`src/rtl/imem_loader_pkg.sv`:
```
// Shared definitions for the boot-time instruction-memory loader.
package imem_loader_pkg;

  localparam int LEN_W = 16;
  localparam int CHK_W = 8;
  localparam logic [CHK_W-1:0] CHK_EMPTY = 8'h00;

  typedef enum logic [2:0] {
    S_IDLE,
    S_LEN_LO,
    S_LEN_HI,
    S_DATA,
    S_WRITE,
    S_CHK,
    S_DONE,
    S_ERROR
  } state_e;

endpackage

```
`src/rtl/imem_loader_word_assembler.sv`:
```
// Packs stream bytes little-endian into a 32-bit word and folds them into
// the running XOR checksum.
module word_assembler
  import imem_loader_pkg::*;
(
  input  logic             clk,
  input  logic             arst_n,
  input  logic             i_clr,
  input  logic             i_en,
  input  logic [7:0]       i_byte,
  output logic [31:0]      o_word,
  output logic             o_word_full,
  output logic [CHK_W-1:0] o_chk
);

  logic [1:0]       r_idx;
  logic [31:0]      r_word;
  logic [CHK_W-1:0] r_chk;

  always_ff @(posedge clk or negedge arst_n) begin
    if (!arst_n) begin
      r_idx  <= '0;
      r_word <= '0;
      r_chk  <= CHK_EMPTY;
    end else if (i_clr) begin
      r_idx  <= '0;
      r_word <= '0;
      r_chk  <= CHK_EMPTY;
    end else if (i_en) begin
      r_idx                         <= r_idx + 2'd1;
      r_word[{r_idx, 3'b000} +: 8] <= i_byte;
      r_chk                         <= r_chk ^ i_byte;
    end
  end

  // Word as it will look once the byte on i_byte lands; lets the top capture
  // the complete word in the same cycle the last byte is accepted.
  always_comb begin
    o_word                        = r_word;
    o_word[{r_idx, 3'b000} +: 8] = i_byte;
  end

  assign o_word_full = i_en && (r_idx == 2'd3);
  assign o_chk       = r_chk;

endmodule

```
`src/rtl/imem_loader.sv`:
```
// Boot loader: receives LEN/DATA/CHK byte stream, writes 32-bit words to the
// cpu instruction memory and releases the cpu once the checksum matches.
module imem_loader
  import imem_loader_pkg::*;
#(
  parameter logic [63:0] BASE_ADDR = 64'h0,
  parameter int          MAX_WORDS = 512
) (
  input  logic        clk,
  input  logic        arst_n,
  input  logic        start,
  input  logic [7:0]  rx_data,
  input  logic        rx_valid,
  output logic        rx_ready,
  output logic [63:0] addr_ext,
  output logic        wen_ext,
  output logic        ren_ext,
  output logic [31:0] wdata_ext,
  output logic        cpu_enable,
  output logic        busy,
  output logic        done,
  output logic        error
);

  localparam int WI_W = $clog2(MAX_WORDS + 1);

  state_e           r_state;
  logic [LEN_W-1:0] r_len;
  logic [WI_W-1:0]  r_widx;
  logic             r_wen, r_done, r_err, r_cpu_en;
  logic [63:0]      r_addr;
  logic [31:0]      r_wdata;

  logic             w_acc, w_start, w_byte_en, w_full, w_last;
  logic [LEN_W-1:0] w_n;
  logic [31:0]      w_word;
  logic [CHK_W-1:0] w_chk;

  assign rx_ready  = r_state inside {S_LEN_LO, S_LEN_HI, S_DATA, S_CHK};
  assign busy      = r_state inside {S_LEN_LO, S_LEN_HI, S_DATA, S_WRITE, S_CHK};
  assign w_acc     = rx_valid && rx_ready;
  assign w_start   = start && (r_state inside {S_IDLE, S_DONE, S_ERROR});
  assign w_byte_en = w_acc && (r_state == S_DATA);
  assign w_n       = {rx_data, r_len[7:0]};
  assign w_last    = (LEN_W'(r_widx) + LEN_W'(1)) == r_len;

  word_assembler u_asm (
    .clk        (clk),
    .arst_n     (arst_n),
    .i_clr      (w_start),
    .i_en       (w_byte_en),
    .i_byte     (rx_data),
    .o_word     (w_word),
    .o_word_full(w_full),
    .o_chk      (w_chk)
  );

  always_ff @(posedge clk or negedge arst_n) begin
    if (!arst_n) begin
      r_state  <= S_IDLE;
      r_len    <= '0;
      r_widx   <= '0;
      r_wen    <= 1'b0;
      r_addr   <= '0;
      r_wdata  <= '0;
      r_done   <= 1'b0;
      r_err    <= 1'b0;
      r_cpu_en <= 1'b0;
    end else begin
      r_wen <= 1'b0;
      unique case (r_state)
        S_IDLE, S_DONE, S_ERROR: begin
          if (start) begin
            r_state  <= S_LEN_LO;
            r_widx   <= '0;
            r_done   <= 1'b0;
            r_err    <= 1'b0;
            r_cpu_en <= 1'b0;
          end
        end
        S_LEN_LO: begin
          if (w_acc) begin
            r_len[7:0] <= rx_data;
            r_state    <= S_LEN_HI;
          end
        end
        S_LEN_HI: begin
          if (w_acc) begin
            r_len <= w_n;
            if (w_n == '0) begin
              r_state <= S_CHK;
            end else if (int'(w_n) > MAX_WORDS) begin
              r_state <= S_ERROR;
              r_err   <= 1'b1;
            end else begin
              r_state <= S_DATA;
            end
          end
        end
        S_DATA: begin
          if (w_full) begin
            r_state <= S_WRITE;
            r_wen   <= 1'b1;
            r_addr  <= BASE_ADDR + (64'(r_widx) << 2);
            r_wdata <= w_word;
          end
        end
        S_WRITE: begin
          r_widx  <= r_widx + 1'b1;
          r_state <= w_last ? S_CHK : S_DATA;
        end
        S_CHK: begin
          if (w_acc) begin
            if (rx_data == w_chk) begin
              r_state  <= S_DONE;
              r_done   <= 1'b1;
              r_cpu_en <= 1'b1;
            end else begin
              r_state <= S_ERROR;
              r_err   <= 1'b1;
            end
          end
        end
        default: r_state <= S_IDLE;
      endcase
    end
  end

  assign wen_ext    = r_wen;
  assign addr_ext   = r_addr;
  assign wdata_ext  = r_wdata;
  assign ren_ext    = 1'b0;
  assign done       = r_done;
  assign error      = r_err;
  assign cpu_enable = r_cpu_en;

endmodule

```
`config.mk`:
```
export PLATFORM = sky130hd
export DESIGN_NAME = imem_loader
export DESIGN_NICKNAME = d
export VERILOG_FILES = /design/src/rtl/imem_loader_pkg.sv /design/src/rtl/imem_loader_word_assembler.sv /design/src/rtl/imem_loader.sv
export SDC_FILE = /design/constraint.sdc
export NUM_CORES = 1
export LEC_CHECK = 0
export BUFFER_PORTS_ARGS = -buffer_cell sky130_fd_sc_hd__buf_2
export CORE_MARGIN = 3
export CORE_UTILIZATION = 35
export CTS_CLUSTER_SIZE = 28
export DETAILED_ROUTE_END_ITERATION = 7
export PLACE_DENSITY = 0.55
export SYNTH_ARGS = -nofsm -noshare
export SYNTH_HDL_FRONTEND = slang
export SYNTH_HIERARCHICAL = 1
export SYNTH_SLANG_ARGS = --single-unit
export TNS_END_PERCENT = 100
```
`constraint.sdc`:
```
create_clock -name clk -period 3.5 [get_ports clk]
set_input_delay 1.05 -clock clk [delete_from_list [all_inputs] [get_ports clk]]
set_output_delay 1.05 -clock clk [all_outputs]
set_load 0.01 [all_outputs]
```
==> impl_metrics.tcl, run 1 <==
set metrics [dict create \
    grt_pass1_vias 4541 \
    cts-buffers-inserted 17 \
    die_width_um 141 \
    p_sw_share_pct 32.4 \
    netlist-cell-type-count 61 \
    final_nets 751 \
    drive_gt1_share_pct 15.7 \
    startpoint_type "flip-flop" \
    internal-power_uw 3090 \
    ir_drop_mv 0.312 \
    cts.path.max_buffers 2 \
    die_h_um 141 \
    drt-wirelength-per-cell_um 15.2 \
    cts_tree "done" \
    final_common_cell "nand2_1" \
    path_clk_slew_ns 0.05 \
    worstMarginPinSlew_ns 0.715 \
    relSlewSlack_pct 52.3 \
    place_hpwl_um 9490 \
    power_frac_seq_pct 38.5 \
    rsz0062_at_grt "false" \
    syn_avg_cell_area_um2 9.13 \
    fmax_ghz 0.360 \
    antenna_found_initial 0 \
    hp-class "reg -> reg" \
    synth_edf_count 0 \
    synth_warnings 6 \
    track_usage_pct 15.6 \
    hold-path-cell-count 2 \
    area_delta_synth_final_pct 11.5 \
    leakagePower_uw 0.00349 \
    fin_worst_skew_ns 0.0106 \
    drv_cap 0 \
    setup_tns_ns 0 \
    drv_slew 0 \
    synth_ff_type "dfrtp_1" \
    hold_buffers 0 \
    seq_area_frac_synth_pct 45.6 \
    synthTopCellsByArea "dfrtp_1 (46%), nand2_1 (9.6%), buf_4 (7.0%)" \
    place_ws_ns 0.484 \
    synthArstFlopShare_pct 100 \
    r2r_cells 6 \
    yosysTopAreaCellShare_pct 45.6 \
    drt-initial-drc-count 325 \
    cp.required_ns 2.45 \
    finalCriticalPeriod_ns 2.77 \
    power_switching_uw 1480 \
    via_count 4669 \
    yosys.area.top_type "dfrtp_1" \
    coreArea_mm2 0.0175 \
    drt-pass1-iter-count 5 \
    power.share.clock_pct 37.8 \
    dieArea_mm2 0.0199 \
    synth.cell_area_mm2 0.00637 \
    pin_count 115 \
    finalCritPeriodShare_pct 79.3 \
    route.detailed.drc 0 \
    overflow 0 \
    setup_viol 0 \
    diodes 0 \
    final-hold-violation-count 0 \
    cellPowerDensity_mw_per_mm2 644 \
    grt_max_degree 52 \
    critical_path_class "reg -> out" \
    cts-resized-gates 0 \
    clk_latency_ns 0.42 \
    cts_root_buf "clkbuf_16" \
    p_comb_share_pct 23.8 \
    place.gp.congestion 0.736 \
    status "complete, no violations" \
    final_util_pct 40.5 \
    grt_pass1_wl_um 24600 \
    ys_ff_latch 116 \
    initial_utilization_pct 36.3 \
    h-tree-depth 4 \
    ant_nets 0 \
    arrival_ns 1.72 \
    numPortBuffers 59 \
    rows 48 \
    critPathCaptureType "output pin" \
    setup_ws_ns 0.726 \
    dpl.cell_count 939 \
    wirelength_um 14700 \
    clkSinkCount 116 \
    crit_fanout 19 \
    via_per_inst 4.81 \
    postCtsSetupBuffers 0 \
    stdcell_count 970 \
    mostFrequentLayoutCells "nand2_1 (163), dfrtp_1 (116), buf_2 (58), conb_1 (55), nor2_1 (49)" \
    syn_inst 698 \
]
[registers in the layout, indices dropped and copies added (netlist names)]
register	cells
wdata_ext	32
cpu_enable	1
r_widx	10
u_asm/r_idx	2
r_len	16
wen_ext	1
u_asm/r_word	32
error	1
addr_ext	10
r_state	3
u_asm/o_chk	8
[final timing paths]
path | from | end | slack (ns)
worst max-delay path | r_state[1] | busy | 0.73
worst min-delay path | wdata_ext[28] | wdata_ext[28] | 0.46
worst max register to register | u_asm/r_idx[0] | addr_ext[11] | 1.00
worst min register to register | wdata_ext[28] | wdata_ext[28] | 0.46
max in group asynchronous | arst_n | addr_ext[8] | 2.11
min in group asynchronous | arst_n | u_asm/o_chk[6] | 0.69
[routing by layer]
| metal | vias to the layer above | GRT usage [%] | share of wire (%) |
|---|---|---|---|
| li1 | 2286 | - | - |
| met1 | 2260 | 21.3 | 48 |
| met2 | 113 | 24.7 | 48 |
| met3 | 10 | 3.46 | 3.7 |
| met4 | 0 | 5.20 | 0.88 |
| met5 | - | 0 | 0 |
[area by class of cell]
cell class	count	area, um^2
Inverter	37	139
Clock buffer	21	450
Clock inverter	10	133
Fill cell	1782	10400
Tap cell	225	282
Timing Repair Buffer	66	363
Sequential cell	116	2900
Multi-Input combinational cell	495	2830
[logic make-up (layout without fill, tap and decap cells)]
group | after synthesis | after routing | share of synthesized area, %
buf+inv | 141 | 134 | 13.2
xor+xnor | 32 | 32 | 4.62
mux | 28 | 28 | 4.89
flops | 116 | 116 | 45.6
fa+ha+maj | 6 | 6 | 1.18
other cells | 1 | 55 | 0.0589
simple gates | 266 | 266 | 18.7
compound gates | 108 | 108 | 11.7
[critical path, cell delays in order, from the launching register on]
cell     delay, ns
dfrtp_1       0.71
nor3_1        0.10
a21oi_1       0.30
buf_2         0.20
[metrics by stage]
step | hold WS [ns] | instance area, um^2 | power (uW)
finish | 0.465 | 7100 | 4570
global route | 0.494 | 7100 | 4850
CTS | 0.474 | 7100 | 4620
detailed placement | 0.457 | 6520 | 2870
global placement | 0.456 | 6520 | 2860
floorplan | 0.472 | 6570 | 2700
[cells in the mapped netlist (4+ instances only)]
master,n
nand2_1,163
dfrtp_1,116
buf_4,59
nor2_1,50
o21ai_0,38
inv_1,35
a32oi_1,24
xor2_1,20
clkbuf_1,19
mux2_2,14
buf_2,12
mux2_1,11
xnor2_1,11
buf_6,10
a22oi_1,9
a22o_1,8
nor3_1,8
nor3b_1,8
a21oi_1,6
ha_1,6
nand3_1,6
nand2b_1,4
nor4_1,4
o21ai_1,4
[power groups by stage]
stage	sequential [uW]	clock, uW	combinational, uW
after floorplan	1670	0	1030
after global placement	1780	0	1080
after detailed placement	1780	0	1090
after CTS	1750	1770	1100
after global routing	1790	1830	1230
final	1760	1730	1090
Power figures use the tool's default switching activity.
==> inputs of run 2 (changes only) <==
--- a/config.mk
+++ b/config.mk
@@ -10,7 +10,7 @@
 export CORE_UTILIZATION = 35
 export CTS_CLUSTER_SIZE = 28
 export DETAILED_ROUTE_END_ITERATION = 7
-export PLACE_DENSITY = 0.55
+export PLACE_DENSITY = 0.57
 export SYNTH_ARGS = -nofsm -noshare
 export SYNTH_HDL_FRONTEND = slang
 export SYNTH_HIERARCHICAL = 1
==> constraint.sdc (replaced) <==
create_clock -name clk -period 2.28 [get_ports clk]
set_input_delay 0.684 -clock clk [delete_from_list [all_inputs] [get_ports clk]]
set_output_delay 0.684 -clock clk [all_outputs]
set_load 0.01 [all_outputs]
==> run 2 against run 1 <==
Sequential cell count unchanged. Wire length fell by 0.29%. Clock skew decreased by 0.0022 ns. Critical path type unchanged. Worst setup slack lost 0.58 ns. Sequential power rose by 49%. Non-clock buffer count up 26. Clock power increased by 53%. Sequential share of layout area down 1.4 points. Final cell count up 2.7%.
==> impl_metrics.tcl, run 2 (synthesis results as in run 1) <==
set metrics [dict create \
    worstMarginPinSlew_ns 0.533 \
    place_ws_ns 0.0676 \
    rsz0062_at_grt "false" \
    crit_chain "nor3_1 > a21oi_1 > buf_2" \
    track_usage_pct 15.2 \
    place_hpwl_um 9970 \
    clkSinkCount 116 \
    leakagePower_uw 0.00365 \
    place.gp.congestion 0.821 \
    h-tree-depth 4 \
    endpoint "busy" \
    cts-buffers-inserted 17 \
    antenna_found_initial 0 \
    via_per_inst 4.83 \
    dieArea_mm2 0.0199 \
    fmax_ghz 0.469 \
    relSlewSlack_pct 64.5 \
    rrSetupSlack_ns 0.19 \
    drive_gt1_share_pct 19.3 \
    final_nets 777 \
    pin_count 115 \
    max_stage_delay_ns 0.48 \
    setup_ws_ns 0.147 \
    grt_max_degree 44 \
    drv_cap 0 \
    arrival_ns 1.45 \
    hold_buffers 0 \
    hp-class "in -> async" \
    fin_worst_skew_ns 0.00847 \
    grt_pass1_vias 4626 \
    setup_tns_ns 0 \
    setup_viol 0 \
    die_h_um 141 \
    overflow 0 \
    r2r_cells 6 \
    rows 48 \
    route.detailed.drc 0 \
    grt_pass1_wl_um 24400 \
    final_common_cell "nand2_1" \
    crit_start "r_state[1]" \
    finalCritPeriodShare_pct 93.5 \
    startpoint_type "flip-flop" \
    finalCriticalPeriod_ns 2.13 \
    via_count 4807 \
    cts_tree "done" \
    cts_root_buf "clkbuf_16" \
    initial_utilization_pct 36.3 \
    slowest_stage "dfrtp_2" \
    status "complete, no violations" \
    numPortBuffers 59 \
    cp.required_ns 1.60 \
    drt-pass1-iter-count 4 \
    dpl.cell_count 965 \
    coreArea_mm2 0.0175 \
    final-hold-violation-count 0 \
    drt-initial-drc-count 230 \
    clk_latency_ns 0.41 \
    mostFrequentLayoutCells "nand2_1 (162), dfrtp_1 (115), buf_2 (58), conb_1 (55), nor2_1 (49)" \
    dpl_cell_area_mm2 0.00678 \
    timing.rr.start "r_widx[1]" \
    r2r-end "r_state[1]" \
    drv_slew 0 \
    area_delta_synth_final_pct 15.5 \
    diodes 0 \
    crit_fanout 13 \
    hold_slack_ns 0.246 \
    cts.path.max_buffers 2 \
    critical_path_class "reg -> out" \
    fill_cells 1754 \
    ir_drop_mv 0.519 \
    critPathCaptureType "output pin" \
    stdcell_count 996 \
    seqCellArea_mm2 0.00290 \
    ant_nets 0 \
    multiInputGateArea_mm2 0.00285 \
    path_clk_slew_ns 0.05 \
    cellPowerDensity_mw_per_mm2 979 \
    finalInstanceArea_mm2 0.00736 \
    wirelength_um 14700 \
    drt-wirelength-per-cell_um 14.7 \
    die_width_um 141 \
]
## run 2: cell count changes in the layout (fill, tap and decap cells not counted), sizes merged
cell / before / now
clkinvlp: 3 / 2
clkbuf: 21 / 20
buf: 66 / 92
clkinv: 4 / 6
## run 2: worst min-delay path by stage
stage                  startpoint       endpoint  cells past startpoint  slack [ns]
floorplan                  arst_n   addr_ext[10]                      0        0.39
global placement    wdata_ext[10]  wdata_ext[10]                      2        0.46
detailed placement   wdata_ext[8]   wdata_ext[8]                      2        0.46
CTS                        arst_n  wdata_ext[16]                      1        0.26
global route               arst_n  wdata_ext[16]                      1        0.29
finish                     arst_n  wdata_ext[22]                      1        0.25
## run 2: cell type report
cell class | count | area share [%]
clock buffers | 20 | 6.07
multi-input cells | 495 | 38.7
repair buffers | 92 | 8.26
clock inverters | 11 | 1.84
inverters | 37 | 1.89
well taps | 225 | 3.83
flip-flops and latches | 116 | 39.5
## run 2: metrics by stage
step | total power [uW] | util [%]
after global routing | 7640 | 42.0
after global placement | 4570 | 38.6
after floorplan | 4160 | -
after detailed placement | 4590 | 38.6
final | 7210 | 42.0
after CTS | 7270 | 42.0
## run 2: routing by layer
metal | part of all wire, % | vias up | GRT usage (%)
li1 | - | 2352 | -
met1 | 48 | 2337 | 21.5
met2 | 47 | 105 | 23.3
met3 | 3.8 | 13 | 3.09
met4 | 1.4 | 0 | 4.95
met5 | 0 | - | 0
## run 2: critical path: cells and delay by family (launching register included)
kind / cells / cell delay (ns)
AO/OA/AOI/OAI: 1 / 0.28
buffers and inverters: 1 / 0.20
flip-flops: 1 / 0.48
AND/OR/NAND/NOR: 1 / 0.08
## run 2: what timing repair did
action                                  CTS  global route
endpoints found under the setup margin    0             1
buffers inserted                          0             0
gates resized for setup                   0             1
endpoints found under the hold margin     0             0
## run 2: report_power, final
group / total [uW] / leakage (uW) / internal (uW) / switching, uW
sequential: 2630 / 0.00157 / 2360 / 268
clock: 2640 / 0.000285 / 1730 / 915
combinational: 1940 / 0.00179 / 805 / 1140
total: 7210 / 0.00365 / 4890 / 2320
==> inputs of run 3 (changes only) <==
--- a/config.mk
+++ b/config.mk
@@ -10,7 +10,8 @@
 export CORE_UTILIZATION = 35
 export CTS_CLUSTER_SIZE = 28
 export DETAILED_ROUTE_END_ITERATION = 7
-export PLACE_DENSITY = 0.57
+export MAX_ROUTING_LAYER = met4
+export PLACE_DENSITY_LB_ADDON = 0.25
 export SYNTH_ARGS = -nofsm -noshare
 export SYNTH_HDL_FRONTEND = slang
 export SYNTH_HIERARCHICAL = 1
==> run 3 against run 2 <==
Highest routed layer unchanged. Via count shrank 1.9%. Critical path type unchanged. Wire length down 1.3%. Total power increased by 1.5%. Sequential power barely moved. Largest power group unchanged. Clock power is 5% higher.
==> impl_metrics.tcl, run 3 (synthesis results as in run 1) <==
set metrics [dict create \
    path_clk_slew_ns 0.06 \
    rows 48 \
    coreArea_mm2 0.0175 \
    finalCriticalPeriod_ns 2.13 \
    mostFrequentLayoutCells "nand2_1 (162), dfrtp_1 (115), buf_2 (58), conb_1 (55), nor2_1 (49)" \
    drt-pass1-iter-count 5 \
    place.gp.congestion 0.817 \
    ant_nets 0 \
    leakagePower_uw 0.00362 \
    crit_chain "nor3_1 > a21oi_2 > buf_2" \
    via_count 4716 \
    track_usage_pct 15.6 \
    die_h_um 141 \
    drt-initial-drc-count 281 \
    relSlewSlack_pct 63.7 \
    setup_viol 0 \
    overflow 0 \
    max_stage_delay_ns 0.55 \
    startpoint_type "flip-flop" \
    slowest_stage "dfrtp_2" \
    critPathCaptureType "output pin" \
    numPortBuffers 59 \
    critical_path_class "reg -> out" \
    final_common_cell "nand2_1" \
    drv_cap 0 \
    final_nets 770 \
    fin_worst_skew_ns 0.00645 \
    crit_buf_inv 1 \
    cellPowerDensity_mw_per_mm2 996 \
    hp-class "in -> async" \
    pin_count 115 \
    cts-buffers-inserted 17 \
    r2r-end "r_state[1]" \
    setup_ws_ns 0.149 \
    drive_gt1_share_pct 18.8 \
    area_delta_synth_final_pct 15.3 \
    final-hold-violation-count 0 \
    cts_tree "done" \
    cp.required_ns 1.60 \
    rsz0062_at_grt "false" \
    crit_family "flip-flops" \
    clk_latency_ns 0.41 \
    cts.path.max_buffers 2 \
    route.detailed.drc 0 \
    grt_pass1_vias 4642 \
    setup_tns_ns 0 \
    h-tree-depth 4 \
    diodes 0 \
    dieArea_mm2 0.0199 \
    worstMarginPinSlew_ns 0.543 \
    arrival_ns 1.45 \
    crit_fanout 19 \
    rrSetupSlack_ns 0.19 \
    wirelength_um 14500 \
    initial_utilization_pct 36.3 \
    via_per_inst 4.76 \
    ir_drop_mv 0.574 \
    status "complete, no violations" \
    final_util_pct 41.9 \
    hold_buffers 0 \
    grt_pass1_wl_um 24400 \
    finalCritPeriodShare_pct 93.4 \
    clkSinkCount 116 \
    r2r_cells 6 \
    timing.rr.start "r_widx[1]" \
    cts_root_buf "clkbuf_16" \
    place_hpwl_um 9850 \
    drv_slew 0 \
    fill_cells 1727 \
    fmax_ghz 0.469 \
    die_width_um 141 \
    grt_max_degree 53 \
    drt-wirelength-per-cell_um 14.6 \
    antenna_found_initial 0 \
    place_ws_ns 0.0681 \
]
[run 3: cell count changes in the layout (fill, tap and decap cells not counted), sizes merged]
cell / delta
buf: -7
bufinv: +1
clkbuf: -1
clkinv: -2
clkinvlp: +2
inv: +1
[run 3: cell type report]
cell class              instances  area (um^2)  area share, %
repair buffers                 85          556           7.56
multi-input cells             495         2850           38.8
well taps                     225          282           3.83
inverters                      37          139           1.89
clock inverters                13          183           2.49
clock buffers                  19          433           5.89
flip-flops and latches        116         2900           39.5
[run 3: layer usage]
layer / vias up / share of wire, % / GRT usage (%)
met1: 2253 / 47 / 20.1
met2: 120 / 47 / 24.3
met3: 16 / 4.2 / 4.10
met4: 0 / 1.7 / 4.79
li1: 2327 / - / -
met5: - / 0 / -
[run 3: where the power goes]
group	leakage, uW	internal (uW)	total, uW	switching [uW]
registers	0.00157	2360	2640	288
logic	0.00176	787	1900	1110
clock network	0.000289	1820	2770	946
total	0.00362	4970	7310	2350
[run 3: what timing repair did]
item	4_1_cts	5_1_grt
resized for setup	1	1
setup endpoints to repair	1	1
buffers inserted	0	0
[run 3: worst max path at each step]
| stage | from | to | slack [ns] | depth (start not counted) |
|---|---|---|---|---|
| after floorplan | rx_valid | addr_ext[10] | 0.02 | 8 |
| after global placement | rx_valid | r_state[2] | 0.11 | 9 |
| after detailed placement | rx_valid | wdata_ext[6] | 0.07 | 11 |
| after CTS | r_state[1] | busy | 0.03 | 3 |
| after global routing | r_widx[1] | r_state[1] | 0.02 | 7 |
| final | r_state[1] | busy | 0.15 | 3 |
[run 3: stage by stage]
stage          instances  cell area, um^2  hold slack (ns)  total power (uW)
2_1_floorplan        752             6600            0.388              4160
3_3_place_gp         958             6720            0.458              4550
3_5_place_dp         958             6720            0.460              4560
4_1_cts              990             7340            0.270              7380
5_1_grt              990             7340            0.278              7760
6_report             990             7340            0.254              7310
[run 3: worst register-to-register path, stage by stage (launching register included)]
cell and delay (ns):
dfrtp_1 0.41, ha_1 0.34, nand3_1 0.16, o41ai_1 0.34
a22oi_1 0.15, a2111o_1 0.40, a21o_1 0.20
